$ cat config.mk
export PLATFORM = sky130hd
export DESIGN_NAME = step_counter
export DESIGN_NICKNAME = d
export VERILOG_FILES = /design/src/rtl/step_counter.sv
export SDC_FILE = /design/constraint.sdc
export NUM_CORES = 1
export LEC_CHECK = 0
export BUFFER_PORTS_ARGS = -buffer_cell sky130_fd_sc_hd__buf_2
export CAP_MARGIN = 15
export CORE_ASPECT_RATIO = 0.6
export CORE_MARGIN = 5
export CORE_UTILIZATION = 30
export CTS_CLUSTER_DIAMETER = 40
export DETAILED_ROUTE_END_ITERATION = 8
export GPL_ROUTABILITY_DRIVEN = 0
export PLACE_DENSITY = 0.62
export SKIP_CTS_REPAIR_TIMING = 1
export SLEW_MARGIN = 20
export SYNTH_ARGS = -nofsm -noshare
export SYNTH_HDL_FRONTEND = slang
export SYNTH_SLANG_ARGS = --single-unit
$ cat constraint.sdc
create_clock -name clk -period 5.55 [get_ports clk]
set_input_delay 0.555 -clock clk [delete_from_list [all_inputs] [get_ports clk]]
set_output_delay 0.555 -clock clk [all_outputs]
set_load 0.005 [all_outputs]
$ cat src/rtl/step_counter.sv
// Up/down step counter with load, wrap-or-saturate bounds and registered carry/borrow pulses.
// Saturation is enabled by defining STEP_COUNTER_SAT_EN; without it, sat is ignored and the count always wraps.
module step_counter #(
  parameter int unsigned      WIDTH  = 8,
  parameter logic [WIDTH-1:0] MAX    = {WIDTH{1'b1}},
  parameter int unsigned      STEP_W = 4
) (
  input  logic              clk,
  input  logic              reset,
  input  logic              ce,
  input  logic              load,
  input  logic              down,
  input  logic [STEP_W-1:0] step,
  input  logic [WIDTH-1:0]  d,
  input  logic              sat,
  output logic [WIDTH-1:0]  q,
  output logic              zero,
  output logic              at_max,
  output logic              carry,
  output logic              borrow
);

  localparam int unsigned EW = WIDTH + 1;

  logic [WIDTH-1:0] q_q, q_d;
  logic             zero_q, zero_d;
  logic             at_max_q, at_max_d;
  logic             carry_q, carry_d;
  logic             borrow_q, borrow_d;
  logic             sat_en_c;

  // One extra bit keeps MAX+1 and q+step exact even when MAX is all ones.
  logic [EW-1:0] max_e, mod_e, q_e, step_e, sum_e, wrap_dn_e;

  assign max_e     = EW'(MAX);
  assign mod_e     = max_e + EW'(1);
  assign q_e       = EW'(q_q);
  assign step_e    = EW'(step);
  assign sum_e     = q_e + step_e;
  assign wrap_dn_e = q_e + mod_e - step_e;

`ifdef STEP_COUNTER_SAT_EN
  assign sat_en_c = sat;
`else
  assign sat_en_c = 1'b0 & sat;
`endif

  // Next-count selection: hold > load > down > up.
  always_comb begin
    q_d      = q_q;
    carry_d  = 1'b0;
    borrow_d = 1'b0;
    if (!ce) begin
      q_d = q_q;
    end else if (load) begin
      q_d = (d > MAX) ? MAX : d;
    end else if (down) begin
      if (step_e > q_e) begin
        borrow_d = 1'b1;
        q_d      = sat_en_c ? '0 : WIDTH'(wrap_dn_e);
      end else begin
        q_d = WIDTH'(q_e - step_e);
      end
    end else begin
      if (sum_e > max_e) begin
        carry_d = 1'b1;
        q_d     = sat_en_c ? MAX : WIDTH'(sum_e - mod_e);
      end else begin
        q_d = WIDTH'(sum_e);
      end
    end
    zero_d   = (q_d == '0);
    at_max_d = (q_d == MAX);
  end

  always_ff @(posedge clk) begin
    if (reset) begin
      q_q      <= '0;
      zero_q   <= 1'b1;
      at_max_q <= 1'b0;
      carry_q  <= 1'b0;
      borrow_q <= 1'b0;
    end else begin
      q_q      <= q_d;
      zero_q   <= zero_d;
      at_max_q <= at_max_d;
      carry_q  <= carry_d;
      borrow_q <= borrow_d;
    end
  end

  assign q      = q_q;
  assign zero   = zero_q;
  assign at_max = at_max_q;
  assign carry  = carry_q;
  assign borrow = borrow_q;

endmodule

==> metrics.cfg <==
[status]
run_status=complete, no violations

[cts]
clock_buffers_created_by_tritoncts=3
tritoncts=done
cts.root.buffer_cell=sky130_fd_sc_hd__clkbuf_8
htreeDepth=1
clock_latency_on_the_worst_skew_pair_ps=250
clk_buf_depth=2
cts.sinks=12
path_clk_slew_ps=60

[sta]
setup_viol=0
final_max_slew_viol_count=0
tightest_slew_ps=454.6
relSlewSlack=0.6882
rsz0062_at_grt=no
postLayoutSetupSlackWorst_ps=3041
max_freq_ghz=0.3985
finalWorstPathRequiredPeriod_ps=2509
final.setup.tns_ps=0
skew_ps=0.5904
finalHoldViolCount=0
final_min_period_over_clock_period=0.4521

[setup_path]
required_ps=5740
crit_type=in2reg
critical_path_arrival_ps=2700
cp-endpoint=zero
endpoint_kind=register
worstReg2RegStart=q[0]
r2r_cells=8
startpoint=step[0]
r2r_end=zero
timing.critical_path.fanout_max=3
critPathLaunchType=input port
regToRegSetupSlack_ps=3140

[logic_synthesis]
postSynth.asyncResetShare=0
synth_flop_cell=sky130_fd_sc_hd__dfxtp_1
synth_cell_type_count=45
synth_enable_flop_cells=0
synth.yosys.warnings=0
post_synthesis_share_of_cell_area_spent_on_xor_and_xnor_gates=0.007955
synthesized_area_per_cell_um2=8.037
synthesis.area_mm2=0.001101
dominant_combinational_cell_family_by_area_after_synthesis=simple AND/OR/NAND/NOR gates
synth_instances=137
syn-num-nets=166
synth.area.mux_share=0.03750
synth_compound_gate_area_share=0.2205
number_of_register_bits_inferred_by_synthesis=12
post_synth_and_or_nand_nor_area_fraction=0.3023
synth_adder_area_share=0.1386
yosysSeqAreaShare=0.2182

[pwr]
max-vdd-ir-drop_v=0.0001131
total_power_uw=295.4
power.density_mw_per_mm2=225.5
power.static_leakage_uw=0.0006058

[final_layout]
layout.cells.most_common=sky130_fd_sc_hd__buf_2
antenna_cells=0
fraction_of_final_layout_cells_with_drive_strength_greater_than_1=0.2577
layout_common_cells=sky130_fd_sc_hd__buf_2 (28), sky130_fd_sc_hd__nor2_1 (16), sky130_fd_sc_hd__dfxtp_1 (12)
fillerInstances=391
share_of_the_core_filled_with_cells=0.3644
finish.net_count=193
layoutNonFillerInstCount=210
areaGrowthSynthToFinish_pct=18.98

[grt]
number_of_global_route_vias_before_repair=1047
gr_ovfl_total=0
antenna_found_initial=0
grt_max_degree=18
grt.total_usage=0.1261
grt_pass1_wl_um=4995

[detailed_routing]
routed-via-count=1077
dr.first_iter.drc_count=59
first_pass_iters=4
drt-vias-per-instance=5.129
detail_route.drc_violations=0
post_drt_wl_per_cell_um=14.13
ant_nets=0
drt_wl_total_um=2968

[hold_path]
timing.hold.worst.class=reg2reg
timing.hold.worst.start=q[7]

[job]
drv.max_cap_violation_count=0

[place]
hpwlAfterDp_um=2410
placed_cells_incl_taps=206
placement.setup.worst_slack_ps=2812
port-buffer-count=28

[floorplan]
initial_core_util=0.3063
die_width_um=88.21
io_pins=30
core_region_area_mm2=0.003595
die-height_um=56.93
area_of_the_die_mm2=0.005021
rows=17

==> final cells by class <==
class	count	area [um^2]	share of cell area
well taps	47	58.81	0.04489
flip-flops and latches	12	240.2	0.1834
repair buffers	28	140.1	0.1070
clock buffers	4	55.05	0.04202
multi-input cells	109	778.2	0.5941
inverters	10	37.54	0.02865
==> stage by stage <==
step           hold slack, ps  instance area (um^2)
2_1_floorplan           491.6                  1101
3_3_place_gp            526.2                  1255
3_5_place_dp            531.1                  1255
4_1_cts                 539.0                  1310
5_1_grt                 566.5                  1310
6_report                541.4                  1310
==> worst min path at each step <==
stage,depth (start not counted),end,slack [ps]
2_1_floorplan,2,carry,490
6_report,2,carry,540
5_1_grt,2,carry,570
4_1_cts,2,carry,540
3_3_place_gp,2,carry,530
3_5_place_dp,2,carry,530
==> synth_stat cells, drive strengths merged, types with 4 or more instances <==
master  number  share of area
nor2        16          0.055
dfxtp       12           0.22
o21ai       11          0.050
inv         10          0.034
ha           9           0.10
a21oi        8          0.036
nand2        7          0.024
nand3        6          0.027
nor3         5          0.032
and3         4          0.023
o31ai        4          0.027
==> state kept, by name (all words and copies together), names as in the netlist <==
signal,count
q,8
at_max,1
borrow,1
carry,1
zero,1
==> layer usage <==
metal | global-route usage | wire (um)
met1 | 0.2012 | 1562
met4 | 0.02586 | 14
met2 | 0.1619 | 1134
met5 | 0 | 0
met3 | 0.03666 | 257
==> cells by family (layout without fill, tap and decap cells) <==
family / count (synthesis) / in the layout
AO/OA/AOI/OAI: 36 / 36
flip-flops: 12 / 12
adder cells (fa/ha/maj): 11 / 11
buffers and inverters: 16 / 42
AND/OR/NAND/NOR: 57 / 57
multiplexers: 4 / 4
XOR/XNOR: 1 / 1
==> power by group <==
part,internal [uW],leakage (uW),switching [uW]
logic,40.8,0.000478,53.7
clock network,62.9,0.0000288,36.0
registers,92.6,0.0000987,9.33
==> critical path, stage by stage <==
cell	delay, ps
sky130_fd_sc_hd__buf_2	120
sky130_fd_sc_hd__ha_1	220
sky130_fd_sc_hd__fa_1	410
sky130_fd_sc_hd__nor3b_4	180
sky130_fd_sc_hd__nor3_2	240
sky130_fd_sc_hd__o21ai_0	160
sky130_fd_sc_hd__mux2i_1	410
sky130_fd_sc_hd__and3_1	230
sky130_fd_sc_hd__a41o_1	170
(Power assumes the default switching activity.)
